--- src/rtl/nn_layer_mac_engine_pkg.sv ---
// Shared definitions for the single-layer MAC engine.
//   - FSM state codes (plain 3-bit constants, legacy-compatible)
//   - request mode codes
//   - sat_dw: clamp a signed integer to a dw-bit two's-complement range
//   - idx_w : index width for a count of n items (never below 1)
package nn_pkg;

    localparam logic [2:0] S_IDLE    = 3'd0;
    localparam logic [2:0] S_FWD_MAC = 3'd1;
    localparam logic [2:0] S_FWD_OUT = 3'd2;
    localparam logic [2:0] S_WAIT_BP = 3'd3;
    localparam logic [2:0] S_BP_MAC  = 3'd4;
    localparam logic [2:0] S_BP_OUT  = 3'd5;
    localparam logic [2:0] S_UPDATE  = 3'd6;

    localparam logic MODE_FWD = 1'b0;
    localparam logic MODE_BP  = 1'b1;

    function automatic int idx_w(input int n);
        return (n > 1) ? $clog2(n) : 1;
    endfunction

    function automatic int sat_dw(input int v, input int dw);
        int hi;
        int lo;
        hi = (1 <<< (dw - 1)) - 1;
        lo = -(1 <<< (dw - 1));
        if (v > hi) return hi;
        if (v < lo) return lo;
        return v;
    endfunction

endpackage

--- src/rtl/nn_layer_mac_engine_if.sv ---
// Bus bundle for nn_layer_mac_engine.
//   input side : in_valid/in_ready handshake, in_mode, in_last_layer, in_data
//   output side: out_valid/out_ready handshake, out_kind, out_data
//   weight load: w_we, w_addr (row*N+col), w_data
//   status     : busy
// master = the client driving requests; slave = the engine.
interface nn_layer_mac_engine_if #(
    parameter int N  = 9,
    parameter int DW = 7
);
    localparam int WA = nn_pkg::idx_w(N * N);

    logic            in_valid;
    logic            in_ready;
    logic            in_mode;
    logic            in_last_layer;
    logic [N*DW-1:0] in_data;
    logic            out_valid;
    logic            out_ready;
    logic            out_kind;
    logic [N*DW-1:0] out_data;
    logic            w_we;
    logic [WA-1:0]   w_addr;
    logic [DW-1:0]   w_data;
    logic            busy;

    modport master (
        output in_valid, in_mode, in_last_layer, in_data, out_ready,
               w_we, w_addr, w_data,
        input  in_ready, out_valid, out_kind, out_data, busy
    );

    modport slave (
        input  in_valid, in_mode, in_last_layer, in_data, out_ready,
               w_we, w_addr, w_data,
        output in_ready, out_valid, out_kind, out_data, busy
    );
endinterface

--- src/rtl/nn_layer_mac_engine_mac_sat.sv ---
// nn_mac_sat: signed multiply-accumulate with a final shift + saturate.
//   clk, reset : clock, synchronous active-high reset
//   en         : accumulate this cycle
//   first      : discard the running sum (start of a new dot product)
//   a, b       : signed DW-bit operands
//   res        : sat_DW((sum including the current product) >>> SHIFT)
// res is combinational so the caller can capture a finished dot product on
// the same cycle its last product arrives.
module nn_mac_sat
    import nn_pkg::*;
#(
    parameter int DW    = 7,
    parameter int AW    = 18,
    parameter int SHIFT = 6
) (
    input  logic                 clk,
    input  logic                 reset,
    input  logic                 en,
    input  logic                 first,
    input  logic signed [DW-1:0] a,
    input  logic signed [DW-1:0] b,
    output logic signed [DW-1:0] res
);
    logic signed [2*DW-1:0] prod;
    logic signed [AW-1:0]   acc_q;
    logic signed [AW-1:0]   acc_d;

    assign prod  = a * b;
    assign acc_d = (first ? '0 : acc_q) + {{(AW-2*DW){prod[2*DW-1]}}, prod};
    assign res   = DW'(sat_dw(int'(acc_d >>> SHIFT), DW));

    always_ff @(posedge clk) begin
        if (reset)   acc_q <= '0;
        else if (en) acc_q <= acc_d;
    end
endmodule

--- src/rtl/nn_layer_mac_engine.sv ---
// nn_layer_mac_engine: sequential single-layer NN engine, one MAC per cycle.
//   clk, reset : clock, synchronous active-high reset
//   bus        : slave side of nn_layer_mac_engine_if
// Forward: a = ReLU(sat(W*x >>> FRAC)). Optional backprop afterwards: delta,
// error = sat(W^T*delta >>> FRAC) from pre-update weights, then an in-place
// weight update W -= (delta*x^T) >>> (FRAC+LR_SHIFT), one weight per cycle.
module nn_layer_mac_engine
    import nn_pkg::*;
#(
    parameter int N        = 9,
    parameter int DW       = 7,
    parameter int FRAC     = 6,
    parameter int LR_SHIFT = 0
) (
    input logic                  clk,
    input logic                  reset,
    nn_layer_mac_engine_if.slave bus
);
    localparam int             CW   = idx_w(N);
    localparam int             WA   = idx_w(N * N);
    localparam int             AW   = 2 * DW + idx_w(N);
    localparam logic [CW-1:0]  LAST = CW'(N - 1);

    logic [2:0]           state;
    logic [CW-1:0]        outer, inner;
    logic signed [DW-1:0] w [N*N];
    logic signed [DW-1:0] x [N];
    logic signed [DW-1:0] z [N];
    logic signed [DW-1:0] delta [N];
    logic signed [DW-1:0] delta_nxt [N];
    logic signed [DW-1:0] e [N];
    logic signed [DW-1:0] in_vec [N];
    logic signed [DW-1:0] w_in;

    // Forward and update walk row-major (outer=row); backprop walks
    // column-major (outer=col) so each column sum finishes on its own.
    logic                   row_major;
    logic [CW-1:0]          row, col;
    logic [WA-1:0]          widx;
    logic signed [DW-1:0]   wcur, mac_b, mac_res, w_upd;
    logic signed [2*DW-1:0] dx;
    logic                   mac_en, row_end, pass_end, acc, hs;

    assign row_major = (state != S_BP_MAC);
    assign row       = row_major ? outer : inner;
    assign col       = row_major ? inner : outer;
    assign widx      = WA'(row) * WA'(N) + WA'(col);
    assign wcur      = w[widx];
    assign mac_b     = row_major ? x[col] : delta[row];
    assign mac_en    = (state == S_FWD_MAC) || (state == S_BP_MAC);
    assign row_end   = (inner == LAST);
    assign pass_end  = row_end && (outer == LAST);
    assign dx        = delta[row] * x[col];
    assign w_upd     = DW'(sat_dw(int'(wcur) - int'(dx >>> (FRAC + LR_SHIFT)), DW));
    assign w_in      = bus.w_data;

    assign bus.in_ready  = (state == S_IDLE) || (state == S_WAIT_BP);
    assign bus.out_valid = (state == S_FWD_OUT) || (state == S_BP_OUT);
    assign bus.out_kind  = (state == S_BP_OUT);
    assign bus.busy      = (state != S_IDLE);
    assign acc           = bus.in_valid && bus.in_ready;
    assign hs            = bus.out_valid && bus.out_ready;

    always_comb begin
        bus.out_data = '0;
        for (int k = 0; k < N; k++) begin
            in_vec[k] = bus.in_data[DW*k +: DW];
            bus.out_data[DW*k +: DW] = (state == S_BP_OUT) ? e[k] :
                                       (z[k][DW-1] ? '0 : z[k]);
        end
    end

    // z>0 implies a==z, so the target form needs only z.
    always_comb begin
        for (int k = 0; k < N; k++) begin
            delta_nxt[k] = '0;
            if (!z[k][DW-1] && (z[k] != '0))
                delta_nxt[k] = bus.in_last_layer ?
                    DW'(sat_dw(int'(z[k]) - int'(in_vec[k]), DW)) : in_vec[k];
        end
    end

    nn_mac_sat #(.DW(DW), .AW(AW), .SHIFT(FRAC)) u_mac (
        .clk   (clk),
        .reset (reset),
        .en    (mac_en),
        .first (inner == '0),
        .a     (wcur),
        .b     (mac_b),
        .res   (mac_res)
    );

    always_ff @(posedge clk) begin
        if (reset) begin
            outer <= '0;
            inner <= '0;
        end else if (mac_en || (state == S_UPDATE)) begin
            if (row_end) begin
                inner <= '0;
                outer <= pass_end ? '0 : outer + 1'b1;
            end else begin
                inner <= inner + 1'b1;
            end
        end
    end

    always_ff @(posedge clk) begin
        if (reset) begin
            state <= S_IDLE;
            for (int k = 0; k < N; k++) begin
                x[k]     <= '0;
                z[k]     <= '0;
                delta[k] <= '0;
                e[k]     <= '0;
            end
        end else begin
            case (state)
                S_IDLE: begin
                    // A backprop request here has no forward context: ack and drop.
                    if (acc && bus.in_mode == MODE_FWD) begin
                        for (int k = 0; k < N; k++) x[k] <= in_vec[k];
                        state <= S_FWD_MAC;
                    end
                end
                S_FWD_MAC: begin
                    if (row_end) z[outer] <= mac_res;
                    if (pass_end) state <= S_FWD_OUT;
                end
                S_FWD_OUT: if (hs) state <= S_WAIT_BP;
                S_WAIT_BP: begin
                    if (acc) begin
                        if (bus.in_mode == MODE_BP) begin
                            for (int k = 0; k < N; k++) delta[k] <= delta_nxt[k];
                            state <= S_BP_MAC;
                        end else begin
                            for (int k = 0; k < N; k++) x[k] <= in_vec[k];
                            state <= S_FWD_MAC;
                        end
                    end
                end
                S_BP_MAC: begin
                    if (row_end) e[outer] <= mac_res;
                    if (pass_end) state <= S_BP_OUT;
                end
                S_BP_OUT: if (hs) state <= S_UPDATE;
                S_UPDATE: if (pass_end) state <= S_IDLE;
                default:  state <= S_IDLE;
            endcase
        end
    end

    always_ff @(posedge clk) begin
        if (reset) begin
            for (int k = 0; k < N*N; k++) w[k] <= '0;
        end else if (state == S_IDLE) begin
            if (bus.w_we && int'(bus.w_addr) < N*N) w[bus.w_addr] <= w_in;
        end else if (state == S_UPDATE) begin
            w[widx] <= w_upd;
        end
    end
endmodule

--- src/flat_wrapper.sv ---
// flat-port wrapper written by rule: the top's interface ports become plain ports
module nn_layer_mac_engine_flat import nn_pkg::*;
#(
    parameter int N        = 9,
    parameter int DW       = 7,
    parameter int FRAC     = 6,
    parameter int LR_SHIFT = 0
)
  (clk, reset, bus_in_valid, bus_in_mode, bus_in_last_layer, bus_in_data, bus_out_ready, bus_w_we, bus_w_addr, bus_w_data, bus_in_ready, bus_out_valid, bus_out_kind, bus_out_data, bus_busy);
  nn_layer_mac_engine_if #(.N(N), .DW(DW)) bus_i ();
  input logic clk;
  input logic reset;
  input wire logic [$bits(bus_i.in_valid)-1:0] bus_in_valid;
  input wire logic [$bits(bus_i.in_mode)-1:0] bus_in_mode;
  input wire logic [$bits(bus_i.in_last_layer)-1:0] bus_in_last_layer;
  input wire logic [$bits(bus_i.in_data)-1:0] bus_in_data;
  input wire logic [$bits(bus_i.out_ready)-1:0] bus_out_ready;
  input wire logic [$bits(bus_i.w_we)-1:0] bus_w_we;
  input wire logic [$bits(bus_i.w_addr)-1:0] bus_w_addr;
  input wire logic [$bits(bus_i.w_data)-1:0] bus_w_data;
  output wire logic [$bits(bus_i.in_ready)-1:0] bus_in_ready;
  output wire logic [$bits(bus_i.out_valid)-1:0] bus_out_valid;
  output wire logic [$bits(bus_i.out_kind)-1:0] bus_out_kind;
  output wire logic [$bits(bus_i.out_data)-1:0] bus_out_data;
  output wire logic [$bits(bus_i.busy)-1:0] bus_busy;
  assign bus_i.in_valid = bus_in_valid;
  assign bus_i.in_mode = bus_in_mode;
  assign bus_i.in_last_layer = bus_in_last_layer;
  assign bus_i.in_data = bus_in_data;
  assign bus_i.out_ready = bus_out_ready;
  assign bus_i.w_we = bus_w_we;
  assign bus_i.w_addr = bus_w_addr;
  assign bus_i.w_data = bus_w_data;
  assign bus_in_ready = bus_i.in_ready;
  assign bus_out_valid = bus_i.out_valid;
  assign bus_out_kind = bus_i.out_kind;
  assign bus_out_data = bus_i.out_data;
  assign bus_busy = bus_i.busy;
  nn_layer_mac_engine #(.N(N), .DW(DW), .FRAC(FRAC), .LR_SHIFT(LR_SHIFT)) u_core (.clk(clk), .reset(reset), .bus(bus_i));
endmodule
--- config.mk ---
export PLATFORM = sky130hd
export DESIGN_NAME = nn_layer_mac_engine_flat
export DESIGN_NICKNAME = d
export VERILOG_FILES = /design/src/rtl/nn_layer_mac_engine_pkg.sv /design/src/rtl/nn_layer_mac_engine_if.sv /design/src/rtl/nn_layer_mac_engine_mac_sat.sv /design/src/rtl/nn_layer_mac_engine.sv /design/src/flat_wrapper.sv
export SDC_FILE = /design/constraint.sdc
export NUM_CORES = 2
export LEC_CHECK = 0
export CORE_ASPECT_RATIO = 0.75
export CORE_MARGIN = 8
export CORE_UTILIZATION = 58
export CTS_BUF_LIST = sky130_fd_sc_hd__clkbuf_4 sky130_fd_sc_hd__clkbuf_8 sky130_fd_sc_hd__clkbuf_16
export CTS_CLUSTER_DIAMETER = 30
export DETAILED_ROUTE_END_ITERATION = 16
export PLACE_DENSITY_LB_ADDON = 0.15
export SETUP_SLACK_MARGIN = 0.02
export SLEW_MARGIN = 15
export SYNTH_ARGS = -nofsm -noshare
export SYNTH_HDL_FRONTEND = slang
export SYNTH_HIERARCHICAL = 1
export SYNTH_SLANG_ARGS = --single-unit
--- constraint.sdc ---
create_clock -name clk -period 21.4 [get_ports clk]
set_clock_uncertainty 0.05 [all_clocks]
set_input_delay 4.28 -clock clk [delete_from_list [all_inputs] [get_ports clk]]
set_output_delay 4.28 -clock clk [all_outputs]
set_load 0.01 [all_outputs]
==> qor.yml <==
logic_synthesis:
  synth_area_leader_cell: "edfxtp_1"
  synth.distinct_cells: 84
  synthTopCellsByCount: "edfxtp_1 (1148), nor2_1 (341), mux4_2 (325), nor3_1 (325), a21oi_1 (322)"
  synth-async-reset-ratio_pct: 0
  syn_nets: 4866
  avgSynthCellArea_um2: 13.4
  synth_edf_count: 1148
  ys.flop_type: "edfxtp_1"
  yosys.area.top_type_share_pct: 56.7
  yosysMostFrequentCell: "edfxtp_1"
  syn_inst: 4536
  ys_seq_area_share_pct: 57.6
  ys_warn_count: 6
  synth_seq_cells: 1177
  syn_area_um2: 60800
  synth_area_leaders: "edfxtp_1 (57%), mux4_2 (12%), ha_1 (3.2%), fa_1 (2.9%), nor3_1 (2.7%)"
timing:
  period_share_pct: 66.6
  slew_viol_final: 0
  hold_ws_ns: 0.432
  hold_violations: 0
  setup_slack_ns: 7.14
  fin_crit_ns: 14.26
  rsz0062_at_grt: "no"
  maxSlewHeadroom_pct: 13.7
  setup-tns-final_ns: 0
  finalSetupViolations: 0
  max_slew.worst_pin.slew_ns: 1.27
  fmax_mhz: 70.2
worst_setup_path:
  slowest_delay_ns: 1.01
  reg2reg_to: "u_core/e[3][4]"
  start_kind: "flop"
  endpoint_kind: "flop"
  cp-startpoint: "u_core/state[0]"
  worstPathRequired_ns: 21.99
  critical_path_arrival_ns: 14.85
  worstPathMaxFanout: 38
  crit_path_top_delay_cell: "a21oi_2"
  crit_end: "u_core/e[3][4]"
  worstReg2RegStart: "u_core/state[0]"
  reg2reg_slack_ns: 7.14
  path_class: "flop to flop"
  r2r.worst_path.cells: 42
  crit_top_cell: "inv_1"
placement:
  dp_hpwl_um: 116000
  io_buffers: 150
  dp_cells: 5859
  globalplace.congestion: 0.922
  pre_cts_ws_ns: 7.22
detailed_routing:
  routed_via_density: 6.58
  drc: 0
  dr.pass1.iters: 6
  avgRoutedWirePerCell_um: 27.8
  vias: 40842
  wirelength_um: 173000
  first_iter_violations: 5994
  ant_nets: 0
power_and_ir_drop:
  p_leak_uw: 0.0260
  power.density_nw_per_um2: 138
  ir_worst_vdd_mv: 0.419
  total_power_uw: 9700
cts:
  numCtsBuffers: 182
  clkTransAtPathRegs_ns: 0.05
  cts_tree: "built"
  cts_buffer_depth: 3
  cts-resized-gates: 0
  ctsHoldBuffers: 0
  post_cts.repair.setup_buffers: 0
  root_buffer: "clkbuf_16"
  cts.sinks: 1177
  htreeDepth: 4
  clk_latency_ns: 0.81
finish:
  multiInputGateArea_um2: 23800
  nets: 4958
  register_area_um2: 35100
  layout-drive-gt1-share_pct: 16.9
  fillers: 7375
  fin_cells: 6207
  area_delta_synth_final_pct: 15.5
global_route:
  grt_pass1_vias: 39202
  grt.total_usage_pct: 29.9
  grt.overflow.total: 0
  antenna_found_initial: 4
  grt_max_degree: 98
  grt_pass1_wl_um: 259000
die:
  ioPinCount: 151
  start_util_pct: 58.1
  die_h_um: 296
  coreArea_um2: 105000
  die-area_um2: 116000
  die_w_um: 390
  row_count: 103
worst_hold_path:
  holdCritPathClass: "flop to flop"
flow_run:
  cap_violations: 0
run_status:
  outcome: "finished, final reports clean"
[state kept, by name, summed over array words and instances (netlist names)]
signal              flops
u_core/delta           63
u_core/x               63
u_core/inner            4
u_core/state            3
u_core/outer            4
u_core/u_mac/acc_q     18
u_core/w              896
u_core/z               63
u_core/e               63
[area by class of cell]
| class | instances | area share [%] |
|---|---|---|
| Antenna cell | 2 | 0.00712 |
| Clock buffer | 196 | 6.68 |
| Clock inverter | 148 | 2.64 |
| Inverter | 265 | 1.42 |
| Multi-Input combinational cell | 2782 | 33.9 |
| Sequential cell | 1177 | 49.9 |
| Tap cell | 1417 | 2.52 |
| Timing Repair Buffer | 220 | 2.94 |
[cell usage in the layout (no fill, tap or decap), types with 27 or more instances in the layout]
| cell | instances |
|---|---|
| buf_4 | 67 |
| nand2_1 | 294 |
| a21o_1 | 34 |
| a21oi_1 | 312 |
| clkbuf_16 | 184 |
| and2_1 | 67 |
| clkinvlp_4 | 27 |
| ha_1 | 154 |
| dfxtp_1 | 29 |
| fa_1 | 88 |
| nor3_1 | 323 |
| and3_1 | 124 |
| edfxtp_1 | 1148 |
| mux4_2 | 325 |
| xnor2_1 | 69 |
| inv_1 | 261 |
| nand2b_1 | 90 |
| o21ai_0 | 56 |
| a211oi_1 | 73 |
| nor2_1 | 337 |
| nor2b_1 | 45 |
| clkdlybuf4s50_1 | 148 |
| maj3_1 | 40 |
| nand3b_1 | 51 |
[power by group]
part           leakage [uW]  internal, uW  switching (uW)
clock network       0.00313          1930            1170
registers            0.0117          2690            48.0
logic                0.0112          1200            2650
total                0.0260          5830            3870
[worst min path at each step]
stage / startpoint / end / depth (start not counted)
after global routing: u_core/u_mac/acc_q[13] / u_core/u_mac/acc_q[13] / 2
after CTS: u_core/u_mac/acc_q[15] / u_core/u_mac/acc_q[15] / 2
after floorplan: u_core/u_mac/acc_q[14] / u_core/u_mac/acc_q[14] / 2
after global placement: u_core/u_mac/acc_q[3] / u_core/u_mac/acc_q[3] / 2
final: u_core/u_mac/acc_q[3] / u_core/u_mac/acc_q[3] / 2
after detailed placement: u_core/u_mac/acc_q[3] / u_core/u_mac/acc_q[3] / 2
[layer usage]
metal | track usage (%) | part of all wire (%) | up-vias | wire length (um)
met5 | 0 | 0 | - | 0
met4 | 7.85 | 2.4 | 0 | 4120
met3 | 9.08 | 14 | 282 | 24700
met2 | 41.6 | 42 | 2709 | 73000
met1 | 45.9 | 41 | 20561 | 71000
li1 | - | - | 17290 | -
[stage by stage]
step	utilization, %	instance area [um^2]
floorplan	-	60800
detailed placement	60.8	63600
global placement	60.8	63600
CTS	67.1	70200
finish	67.1	70300
global route	67.1	70200
[critical path, delay by kind of cell (launching register included)]
family | cells | cell delay, ns
AOI/OAI and AO/OA | 13 | 4.01
adders and majority gates | 9 | 3.62
muxes | 4 | 1.94
and+or+nand+nor | 5 | 1.67
buffers and inverters | 8 | 1.55
xor gates and xnor gates | 3 | 0.62
DFF | 1 | 0.59
[cells by family (layout without fill, tap and decap cells)]
family,count (synthesis),in the layout,synth area share [%]
compound gates,622,622,6.34
xor+xnor,93,93,1.34
fa+ha+maj,286,286,6.82
buf+inv,577,829,3.66
flops,1177,1177,57.6
mux,367,367,12.8
other cells,0,2,0
simple gates,1414,1414,11.4
Power figures use the tool's default switching activity.
